## config.mk

```make
export PLATFORM = sky130hd
export DESIGN_NAME = scroll_marquee
export DESIGN_NICKNAME = d
export VERILOG_FILES = /design/src/rtl/marquee_pkg.sv /design/src/rtl/seg_char_dec.sv /design/src/rtl/scroll_marquee.sv
export SDC_FILE = /design/constraint.sdc
export NUM_CORES = 1
export LEC_CHECK = 0
export BUFFER_PORTS_ARGS = -buffer_cell sky130_fd_sc_hd__buf_4
export CELL_PAD_IN_SITES_DETAIL_PLACEMENT = 0
export CELL_PAD_IN_SITES_GLOBAL_PLACEMENT = 1
export CORE_MARGIN = 3
export CORE_UTILIZATION = 41
export CTS_CLUSTER_SIZE = 8
export DETAILED_ROUTE_END_ITERATION = 7
export GPL_ROUTABILITY_DRIVEN = 1
export GPL_TIMING_DRIVEN = 0
export PLACE_DENSITY = 0.76
export SLEW_MARGIN = 40
export SYNTH_ARGS = -nofsm -noshare
export SYNTH_HDL_FRONTEND = slang
export SYNTH_SLANG_ARGS = --single-unit
```

## constraint.sdc

```tcl
create_clock -name clk -period 4.4 [get_ports clk]
set_clock_uncertainty 0.2 [all_clocks]
set_input_delay 0.22 -clock clk [delete_from_list [all_inputs] [get_ports clk]]
set_output_delay 0.22 -clock clk [all_outputs]
set_load 0.01 [all_outputs]
```

## src/rtl/marquee_pkg.sv

```systemverilog
// Shared definitions for the scrolling marquee: state encoding, default blank
// code and the character-to-segment lookup table.
package marquee_pkg;

    // Controller states
    localparam logic [1:0] StIdle = 2'd0;
    localparam logic [1:0] StRun  = 2'd1;
    localparam logic [1:0] StDone = 2'd2;

    // Character code that lights no segments
    localparam int unsigned DefaultBlankCode = 15;

    // All segments off (active-low)
    localparam logic [6:0] SegBlank = 7'b1111111;

    // Active-low segments, bit order g..a, indexed by character code
    localparam logic [6:0] SegTable [16] = '{
        7'h40, // 0
        7'h79, // 1
        7'h24, // 2
        7'h30, // 3
        7'h19, // 4
        7'h12, // 5
        7'h02, // 6
        7'h78, // 7
        7'h00, // 8
        7'h10, // 9
        7'h08, // A
        7'h03, // b
        7'h46, // C
        7'h21, // d
        7'h06, // E
        7'h7F  // blank
    };

    // Map a 4-bit character code to its segment pattern
    function automatic logic [6:0] char_to_seg(input logic [3:0] code);
        return SegTable[code];
    endfunction

endpackage

```

## src/rtl/seg_char_dec.sv

```systemverilog
// Combinational character decoder for one seven-segment digit.
// Codes outside the 16-entry table decode to blank.
module seg_char_dec
    import marquee_pkg::*;
#(
    parameter int unsigned CHAR_W = 4
) (
    input  logic [CHAR_W-1:0] code_i,
    output logic [6:0]        seg_o
);

    logic [31:0] code_ext;

    // Table lookup with out-of-range codes forced blank
    always_comb begin
        code_ext = 32'(code_i);
        if (code_ext < 32'd16) begin
            seg_o = char_to_seg(code_ext[3:0]);
        end else begin
            seg_o = SegBlank;
        end
    end

endmodule

```

## src/rtl/scroll_marquee.sv

```systemverilog
// Scrolling marquee: a writable message followed by NUM_DIGITS blanks forms a
// circular tape, and a NUM_DIGITS-wide window over it advances one place per
// prescaler tick. Supports direction, one-shot mode and start/stop control.
module scroll_marquee
    import marquee_pkg::*;
#(
    parameter int unsigned NUM_DIGITS = 8,
    parameter int unsigned MSG_LEN    = 5,
    parameter int unsigned CHAR_W     = 4,
    parameter int unsigned DIV        = 50_000_000,
    parameter int unsigned BLANK_CODE = DefaultBlankCode,
    parameter bit          AUTO_START = 1'b1,
    localparam int unsigned TapeLen   = MSG_LEN + NUM_DIGITS,
    localparam int unsigned AddrW     = (MSG_LEN > 1) ? $clog2(MSG_LEN) : 1,
    localparam int unsigned PosW      = $clog2(TapeLen)
) (
    input  logic                         clk,
    input  logic                         clr,
    input  logic                         start,
    input  logic                         stop,
    input  logic                         dir,
    input  logic                         one_shot,
    input  logic                         msg_we,
    input  logic [AddrW-1:0]             msg_addr,
    input  logic [CHAR_W-1:0]            msg_data,
    output logic [NUM_DIGITS*CHAR_W-1:0] chars,
    output logic [NUM_DIGITS*7-1:0]      seg,
    output logic [PosW-1:0]              pos,
    output logic                         step,
    output logic                         done,
    output logic                         running
);

    localparam int unsigned CntW = $clog2(DIV);
    // Wide enough to hold pos + NUM_DIGITS-1 before the modulo fold
    localparam int unsigned IdxW = $clog2(2 * TapeLen);
    localparam logic [1:0]  ResetState = AUTO_START ? StRun : StIdle;

    logic [1:0]        state_q, state_d;
    logic [PosW-1:0]   pos_q, pos_d;
    logic [CntW-1:0]   cnt_q, cnt_d;
    logic              step_q, step_d;
    logic              done_q, done_d;
    logic [CHAR_W-1:0] msg_q [MSG_LEN];

    logic              tick;
    logic [PosW-1:0]   pos_next;

    assign tick = (state_q == StRun) && (cnt_q == CntW'(DIV - 1));

    // Neighbouring position in the selected direction, wrapping around the tape
    always_comb begin
        if (dir) begin
            pos_next = (pos_q == '0) ? PosW'(TapeLen - 1) : pos_q - 1'b1;
        end else begin
            pos_next = (pos_q == PosW'(TapeLen - 1)) ? '0 : pos_q + 1'b1;
        end
    end

    // Controller next-state: stop wins over start, the prescaler only runs in RUN
    always_comb begin
        state_d = state_q;
        pos_d   = pos_q;
        cnt_d   = '0;
        step_d  = 1'b0;
        done_d  = done_q;
        case (state_q)
            StIdle: begin
                if (start && !stop) begin
                    state_d = StRun;
                end
            end
            StRun: begin
                if (stop) begin
                    state_d = StIdle;
                end else if (tick) begin
                    pos_d  = pos_next;
                    step_d = 1'b1;
                    if (one_shot && (pos_next == '0)) begin
                        state_d = StDone;
                        done_d  = 1'b1;
                    end
                end else begin
                    cnt_d = cnt_q + 1'b1;
                end
            end
            StDone: begin
                pos_d = '0;
                if (start && !stop) begin
                    state_d = StRun;
                    done_d  = 1'b0;
                end
            end
            default: begin
                state_d = StIdle;
            end
        endcase
    end

    // Controller state registers
    always_ff @(posedge clk) begin
        if (clr) begin
            state_q <= ResetState;
            pos_q   <= '0;
            cnt_q   <= '0;
            step_q  <= 1'b0;
            done_q  <= 1'b0;
        end else begin
            state_q <= state_d;
            pos_q   <= pos_d;
            cnt_q   <= cnt_d;
            step_q  <= step_d;
            done_q  <= done_d;
        end
    end

    // Message buffer: resets to an ascending pattern, out-of-range writes dropped
    always_ff @(posedge clk) begin
        if (clr) begin
            for (int unsigned j = 0; j < MSG_LEN; j++) begin
                msg_q[j] <= CHAR_W'(j % 16);
            end
        end else if (msg_we && (32'(msg_addr) < MSG_LEN)) begin
            msg_q[msg_addr] <= msg_data;
        end
    end

    // One window tap and decoder per digit; digit 0 is rightmost
    for (genvar k = 0; k < NUM_DIGITS; k++) begin : g_digit
        logic [IdxW-1:0]   sum;
        logic [IdxW-1:0]   idx;
        logic [CHAR_W-1:0] ch;

        // Tape lookup for this digit; positions past the message are blank
        always_comb begin
            sum = IdxW'(pos_q) + IdxW'(NUM_DIGITS - 1 - k);
            idx = (sum >= IdxW'(TapeLen)) ? sum - IdxW'(TapeLen) : sum;
            if (idx < IdxW'(MSG_LEN)) begin
                ch = msg_q[idx[AddrW-1:0]];
            end else begin
                ch = CHAR_W'(BLANK_CODE);
            end
        end

        assign chars[k*CHAR_W +: CHAR_W] = ch;

        seg_char_dec #(
            .CHAR_W (CHAR_W)
        ) u_dec (
            .code_i (ch),
            .seg_o  (seg[k*7 +: 7])
        );
    end

    assign pos     = pos_q;
    assign step    = step_q;
    assign done    = done_q;
    assign running = (state_q == StRun);

endmodule
```

-- Word-level counts from Yosys, hierarchy flattened
Memories as Yosys holds them, arrays and structs flattened.
Index checks and enable logic that the tools add are counted.
- flip-flop bits (word level): 34
- input port bits: 14
- logic and storage cells: 150
- output and inout port bits: 95
- bits in writable memories: 20
- memory bits (read-only): 896
- memories: 9
- equality and inequality tests: 11
- mux-type cells: 57
- bitwise gates (word level): 9
- reduce and logical (&&, ||, !) cells: 16
- add/subtract/negate cells: 18
- $lt $le $gt $ge: 25
- memories (memory ; words ; width ; read ports ; clocked after Yosys merged registers in ; wr ports ; RTL line ; RTL):
    (name not given) ; 16 ; 7 ; 1 ; 0 ; 0 ; marquee_pkg.sv:38 ; return SegTable[code];
    (name not given) ; 16 ; 7 ; 1 ; 0 ; 0 ; marquee_pkg.sv:38 ;
    (name not given) ; 16 ; 7 ; 1 ; 0 ; 0 ; marquee_pkg.sv:38 ;
    (name not given) ; 16 ; 7 ; 1 ; 0 ; 0 ; marquee_pkg.sv:38 ;
    (name not given) ; 16 ; 7 ; 1 ; 0 ; 0 ; marquee_pkg.sv:38 ;
    (name not given) ; 16 ; 7 ; 1 ; 0 ; 0 ; marquee_pkg.sv:38 ;
    +3 memories ; n/a ; n/a ; n/a ; n/a ; n/a ; n/a ;
- operators by type and width (cell ; count):
    2-to-1 mux 7 bit ; 16
    2-to-1 mux 4 bit ; 14
    >= comparator 5 bit (second input constant) ; 8
    less-than comparator 5 x 3 -> 1 bit (second input constant) ; 8
    2-to-1 mux 5 bit ; 8
    inverter 4 -> 5 bit ; 8
    >= comparator 5 x 4 -> 1 bit (second input constant) ; 7
    subtractor 5 x 4 -> 5 bit (second input constant) ; 7
    adder 26 x 1 -> 26 bit (second input constant) ; 1
    == test 26 bit (second input constant) ; 1
    adder 4 x 3 -> 5 bit (second input constant) ; 4
    2-to-1 mux 1 bit ; 11
    adder 4 x 2 -> 5 bit (second input constant) ; 2
    zero test 4 bit ; 2
    2-to-1 mux 2 bit ; 4
    one-hot mux 4 bit (2 select lines) ; 1
    OR reduction 4 bit ; 2
    inequality test 2 x 1 -> 1 bit (second input constant) ; 3
    inequality test 3 x 2 -> 1 bit (second input constant) ; 2
    AND reduction 3 bit ; 2
    adder 4 x 1 -> 5 bit (second input constant) ; 1
    AND reduction 5 bit ; 1
    subtractor 4 x 4 -> 5 bit (second input constant) ; 1
    adder 4 x 1 -> 4 bit (second input constant) ; 1
    other kinds (17) ; 21

-- Logic depth before layout (Yosys ltp)
- depth in word-level cells: 9
- mapped depth: 23
- mapped depth without buffers: 15

-- Hierarchy
Synthesis repeated with hierarchy kept, for this count alone.
- cells, all modules: 941
- area, all modules: 8082.8 um^2
- modules (own cells, without submodules) (module ; area each (um^2) ; sequential area each (um^2) ; instances ; cells an instance):
    scroll_marquee ; 5960.7 ; 1281.2 ; 1 ; 725
    seg_char_dec ; 265.3 ; 0.0 ; 8 ; 27

-- Least setup slack after synthesis
Ideal clock, no wire load.
- path type: flip-flop to output port
- from: reg pos_q[0] (netlist: pos[0])
- to: out seg[34]
- data required time: 3.980 ns
- path buffers: 10
- cell stages (with the launch flop): 22
- path slack: -0.179 ns
- data arrival time: 4.159 ns
- cell sequence: dfxtp_1 -> buf_6 -> buf_6 -> inv_1 -> buf_2 -> buf_2 -> buf_2 -> ha_1 -> buf_2 -> buf_2 -> buf_2 -> buf_2 -> buf_2 -> o211ai_1 -> o221ai_1 -> a21oi_1 -> a211oi_4 -> inv_1 -> ha_1 -> mux2i_1 -> nor2_1 -> a21oi_1
- longest elaborated chain between the ends: 9
- elaborated cells on any way between the ends: 11
- classes of those cells: add/sub (2); order compare (2); mux (4); bitwise (1); memory (2)
- RTL lines (what ; RTL line ; RTL):
    start: declaration ; scroll_marquee.sv:40 ; logic [PosW-1:0] pos_q, pos_d;
    start signal: assignment ; scroll_marquee.sv:110 ; pos_q <= pos_d;
    adder 4 x 2 -> 5 bit (*) ; scroll_marquee.sv:136 ; sum = IdxW'(pos_q) + IdxW'(NUM_DIGITS - 1 - k);
    subtractor 5 x 4 -> 5 bit / >= comparator 5 x 4 -> 1 bit (equally long branches) ; scroll_marquee.sv:137 ; idx = (sum >= IdxW'(TapeLen)) ? sum - IdxW'(TapeLen) : sum;
    2-to-1 mux 5 bit (*) ; scroll_marquee.sv:137 ;
    less-than comparator 5 x 3 -> 1 bit / memory (5 x 4 bit) (equally long branches) ; n/a ;
    2-to-1 mux 4 bit (*) ; scroll_marquee.sv:138 ; if (idx < IdxW'(MSG_LEN)) begin
    inverter 4 -> 5 bit (not written as such) (*) ; marquee_pkg.sv:38 ;
    memory (16 x 7 bit) (*) ; n/a ;
    2-to-1 mux 7 bit (not written as such) (*) (2 in a row) ; marquee_pkg.sv:38 ;
    end: declaration ; scroll_marquee.sv:27 ; output logic [NUM_DIGITS*7-1:0] seg,
Every way passes the cells marked *; elsewhere a longest branch is shown, timed or not. The select of a mux whose other input is x is not followed.

-- Worst setup path in the final report
- from: reg pos_q[0] (netlist: pos[0])
- to: out seg[17]
- longest elaborated chain between the ends: 9
- elaborated cells on any way between the ends: 11
- classes of those cells: add/sub (2); order compare (2); mux (4); bitwise (1); memory (2)
- RTL lines (what ; RTL line):
    adder 4 x 3 -> 5 bit (*) ; scroll_marquee.sv:136
    subtractor 5 x 4 -> 5 bit / >= comparator 5 x 4 -> 1 bit (equally long branches) ; scroll_marquee.sv:137
    2-to-1 mux 5 bit (*) ; scroll_marquee.sv:137
    less-than comparator 5 x 3 -> 1 bit / memory (5 x 4 bit) (equally long branches) ; n/a
    2-to-1 mux 4 bit (*) ; scroll_marquee.sv:138
    inverter 4 -> 5 bit (not written as such) (*) ; marquee_pkg.sv:38
    memory (16 x 7 bit) (*) ; n/a
    2-to-1 mux 7 bit (not written as such) (*) (2 in a row) ; marquee_pkg.sv:38
Marked as above.

==> flow_results.xml <==
<?xml version="1.0" encoding="UTF-8"?>
<metrics>
  <group name="critical_path">
    <metric name="worstSetupStartpoint" unit="">pos[0]$_SDFFE_PP0P_</metric>
    <metric name="critical-path-top-cell-by-count" unit="">buf_12</metric>
    <metric name="critical_path.reg2reg.startpoint" unit="">pos[0]$_SDFFE_PP0P_</metric>
    <metric name="rrSetupSlack" unit="ps">1050</metric>
    <metric name="critical_path.max_fanout" unit="">6</metric>
    <metric name="crit_arrival" unit="ps">3950</metric>
    <metric name="cp-end-kind" unit="">primary output</metric>
    <metric name="cell_by_cell_listing_of_the_critical_path" unit="">buf_12, clkinvlp_4, buf_12, ha_4, buf_12, nor3b_4, nor2_4, a21oi_4, buf_6, mux2i_2, a31oi_2, o31a_1, buf_6, ha_4, inv_2, a21o_1, mux2i_1, buf_4</metric>
    <metric name="worst-setup-path-type" unit="">reg2out</metric>
    <metric name="worst-endpoint-required" unit="ps">3980</metric>
    <metric name="reg2regPathDepth" unit="">14</metric>
    <metric name="timing.rr.end" unit="">done$_SDFFE_PP0P_</metric>
    <metric name="worstSetupStartpointType" unit="">flop</metric>
    <metric name="timing.critical_path.slowest_cell_delay" unit="ps">380</metric>
    <metric name="crit_slowest_cell" unit="">dfxtp_4</metric>
    <metric name="cp-endpoint" unit="">seg[17]</metric>
  </group>
  <group name="timing">
    <metric name="grt_setup_unrepaired" unit="">yes</metric>
    <metric name="final-hold-violation-count" unit="">0</metric>
    <metric name="transition_time_at_the_pin_with_the_least_slew_margin" unit="ps">962</metric>
    <metric name="final.period_utilization" unit="">0.994</metric>
    <metric name="timing.slew.headroom" unit="">0.359</metric>
    <metric name="final-max-slew-violation-count" unit="">0</metric>
    <metric name="finalSetupViolations" unit="">0</metric>
    <metric name="final_period_minus_worst_setup_slack" unit="ps">4370</metric>
    <metric name="fmax" unit="MHz">229</metric>
  </group>
  <group name="clock_tree">
    <metric name="clk_root_buffer_cell" unit="">clkbuf_16</metric>
    <metric name="numCtsBuffers" unit="">9</metric>
    <metric name="worstSkewPairLatency" unit="ps">330</metric>
    <metric name="clock_sinks" unit="">66</metric>
    <metric name="htreeDepth" unit="">3</metric>
    <metric name="tritoncts" unit="">yes</metric>
    <metric name="clkSlewWorstSetupHoldPaths" unit="ps">50</metric>
    <metric name="longest_clk_path_bufs" unit="">2</metric>
  </group>
  <group name="grt">
    <metric name="grt_start_max_net_pins" unit="">12</metric>
    <metric name="antenna_found_initial" unit="">0</metric>
    <metric name="first_global_vias" unit="">8998</metric>
    <metric name="grt_overflow" unit="">0</metric>
    <metric name="all_layer_global_routing_usage" unit="">0.257</metric>
    <metric name="grt_pass1_wl" unit="µm">49600</metric>
  </group>
  <group name="logic_synthesis">
    <metric name="synth-edff-count" unit="">32</metric>
    <metric name="dominantRegCellSynth" unit="">dfxtp_1</metric>
    <metric name="yosys_warnings" unit="">0</metric>
    <metric name="synthesized_area" unit="mm²">0.00892</metric>
    <metric name="netlist_instances" unit="">1141</metric>
    <metric name="synth_async_reset_ratio" unit="">0</metric>
    <metric name="ys_ff_latch" unit="">66</metric>
    <metric name="synth_top_cell_by_area" unit="">edfxtp_1</metric>
    <metric name="yosys-top-cells-area" unit="">edfxtp_1 (11%), mux2i_1 (10%), ha_1 (7.9%)</metric>
    <metric name="synth_seq_area_share" unit="">0.184</metric>
    <metric name="postSynthAreaPerCell" unit="µm²">7.82</metric>
    <metric name="synth_top_cell_area_share" unit="">0.108</metric>
    <metric name="synth.lib_cells_used.distinct" unit="">94</metric>
  </group>
  <group name="finish">
    <metric name="postLayoutCellArea" unit="mm²">0.0121</metric>
    <metric name="fill_cells" unit="">2020</metric>
    <metric name="multi_input_comb_area" unit="mm²">0.00743</metric>
    <metric name="postLayoutCoreUtil" unit="">0.568</metric>
    <metric name="final_layout_size_suffix_gt1_frac" unit="">0.326</metric>
    <metric name="mostFrequentLayoutCell" unit="">buf_4</metric>
    <metric name="area_growth" unit="%">35.2</metric>
    <metric name="layout.cells.non_filler" unit="">1638</metric>
    <metric name="layout.nets" unit="">1428</metric>
    <metric name="final-seq-area" unit="mm²">0.00165</metric>
    <metric name="insertedDiodeCount" unit="">0</metric>
    <metric name="layout.cells.most_common_list" unit="">buf_4 (196), nand2_1 (101), nor2_1 (93), mux2i_1 (87), a21oi_1 (49)</metric>
  </group>
  <group name="hold_path">
    <metric name="hold_path_class" unit="">in2reg</metric>
    <metric name="hold_depth" unit="">3</metric>
  </group>
  <group name="placed_design">
    <metric name="placed_cells_incl_taps" unit="">1533</metric>
    <metric name="place.gp.congestion" unit="">0.969</metric>
    <metric name="dpl.hpwl" unit="µm">22400</metric>
    <metric name="placed_area" unit="mm²">0.0101</metric>
    <metric name="io_buffers" unit="">106</metric>
  </group>
  <group name="floorplanning">
    <metric name="site_rows" unit="">53</metric>
    <metric name="die_width" unit="µm">154</metric>
    <metric name="design.die.area" unit="mm²">0.0236</metric>
    <metric name="ioPinCount" unit="">109</metric>
    <metric name="initial_core_util" unit="">0.420</metric>
    <metric name="core_area" unit="mm²">0.0212</metric>
    <metric name="die_h" unit="µm">154</metric>
  </group>
  <group name="routing">
    <metric name="routed-wl-met3" unit="µm">2910</metric>
    <metric name="detail_route.wirelength.met1" unit="µm">13200</metric>
    <metric name="detail_route.wl_per_cell" unit="µm">19.7</metric>
    <metric name="drt_via_density" unit="">5.94</metric>
    <metric name="first_pass_iters" unit="">7</metric>
    <metric name="postRouteWirelength" unit="µm">32300</metric>
    <metric name="antenna_violating_nets_post_route" unit="">0</metric>
    <metric name="vias" unit="">9723</metric>
    <metric name="drc" unit="">0</metric>
    <metric name="highest-signal-layer" unit="">met4</metric>
    <metric name="route.met2.wl" unit="µm">14800</metric>
    <metric name="initialDrtViolationCount" unit="">769</metric>
  </group>
  <group name="power_and_ir_drop">
    <metric name="max-vdd-ir-drop" unit="mV">0.197</metric>
    <metric name="cellPowerDensity" unit="mW/mm²">149</metric>
    <metric name="fin_total_pwr" unit="mW">1.80</metric>
    <metric name="power.static_leakage" unit="nW">5.03</metric>
  </group>
  <group name="run_status">
    <metric name="run_status" unit="">finished clean</metric>
  </group>
  <group name="run">
    <metric name="cap_viol_max_count" unit="">0</metric>
  </group>
</metrics>
==> synth_stat cells (all sizes together), types with 5 or more instances <==
| library cell | n |
|---|---|
| or2 | 13 |
| o32ai | 5 |
| nor3b | 6 |
| o21bai | 5 |
| a21o | 19 |
| xor2 | 23 |
| mux4 | 7 |
| edfxtp | 32 |
| or3 | 7 |
| mux2i | 90 |
| mux2 | 15 |
| o22ai | 13 |
| nand3 | 44 |
| inv | 57 |
| nor3 | 23 |
| nand4 | 8 |
| nor2 | 102 |
| buf | 47 |
| a211o | 6 |
| o2111ai | 5 |
| nand2 | 112 |
| o21a | 6 |
| nand2b | 24 |
| dfxtp | 34 |
| o211ai | 17 |
| xnor2 | 13 |
| o21ai | 46 |
| a31oi | 16 |
| a2bb2oi | 6 |
| nor4 | 8 |
| clkbuf | 31 |
| a21boi | 7 |
| nor2b | 24 |
| ha | 56 |
| a21oi | 65 |
| a31o | 7 |
| and3 | 11 |
| a211oi | 24 |
| o32a | 5 |
| and3b | 5 |
| and2 | 25 |
| o221ai | 12 |
==> where the power goes <==
| part | total (mW) | leakage [nW] | switching [mW] | internal [mW] |
|---|---|---|---|---|
| sequential | 0.684 | 0.588 | 0.0182 | 0.666 |
| combinational | 0.470 | 4.31 | 0.272 | 0.199 |
| clock | 0.648 | 0.134 | 0.252 | 0.395 |
| total | 1.80 | 5.03 | 0.542 | 1.26 |
==> worst max-delay path, delay by kind of cell (launching register included) <==
kind                       cells  cell delay [ps]
buffers and inverters          8             1160
AOI/OAI and AO/OA              4              860
DFF                            1              380
and+or+nand+nor                2              340
muxes                          2              340
adders and majority gates      2              530
==> routing by layer <==
metal | vias up | track usage
met4 | 0 | 0.101
met1 | 4541 | 0.333
met5 | - | 0
met3 | 113 | 0.0526
met2 | 463 | 0.419
li1 | 4606 | -
==> how the worst min path moves through the flow <==
stage	start	end
2_1_floorplan	msg_data[0]	msg_q[5][0]$_DFFE_PP_
3_3_place_gp	stop	state_q[0]$_SDFFE_PP1P_
3_5_place_dp	stop	state_q[0]$_SDFFE_PP1P_
4_1_cts	one_shot	state_q[1]$_SDFFE_PP0P_
5_1_grt	one_shot	state_q[1]$_SDFFE_PP0P_
6_report	one_shot	state_q[1]$_SDFFE_PP0P_
==> cells by family (layout without fill, tap and decap cells) <==
| logic type | Yosys count | count (layout) | synth area share |
|---|---|---|---|
| flip-flops | 66 | 66 | 0.184 |
| other | 1 | 12 | 0.000420 |
| buffers and inverters | 135 | 346 | 0.0680 |
| AND/OR/NAND/NOR | 424 | 424 | 0.235 |
| adder cells (fa/ha/maj) | 56 | 56 | 0.0785 |
| AO/OA/AOI/OAI | 311 | 311 | 0.257 |
| XOR/XNOR | 36 | 36 | 0.0395 |
| multiplexers | 112 | 112 | 0.138 |
==> timing repair <==
item,4_1_cts,5_1_grt
pin swaps,33,33
endpoints found under the hold margin,13,0
hold buffers,5,0
resized for setup,149,73
buffers inserted,55,31
cloned,3,0
setup endpoints to repair,88,53
==> sequential cells by signal, summed over array words and instances (netlist names) <==
signal   flops
pos          4
step         1
cnt_q       26
done         1
state_q      2
msg_q       32
==> per-stage QoR <==
stage	setup slack, ps	hold slack, ps	setup TNS (ps)
floorplan	11.2	119	0
global placement	-1300	241	-52110
detailed placement	-1320	243	-52080
CTS	-81.3	1.74	-520
global route	-68.5	17.7	-482
finish	25.2	18.0	0
==> final cells by class <==
| cell class | instances | share of cell area |
|---|---|---|
| clock buffer | 13 | 0.0207 |
| multi-input combinational | 951 | 0.616 |
| buffer | 72 | 0.0441 |
| inverter | 57 | 0.0192 |
| sequential | 66 | 0.137 |
| clock inverter | 3 | 0.00135 |
| tap | 275 | 0.0285 |
| timing repair buffer | 201 | 0.133 |
Power figures use the tool's default switching activity.
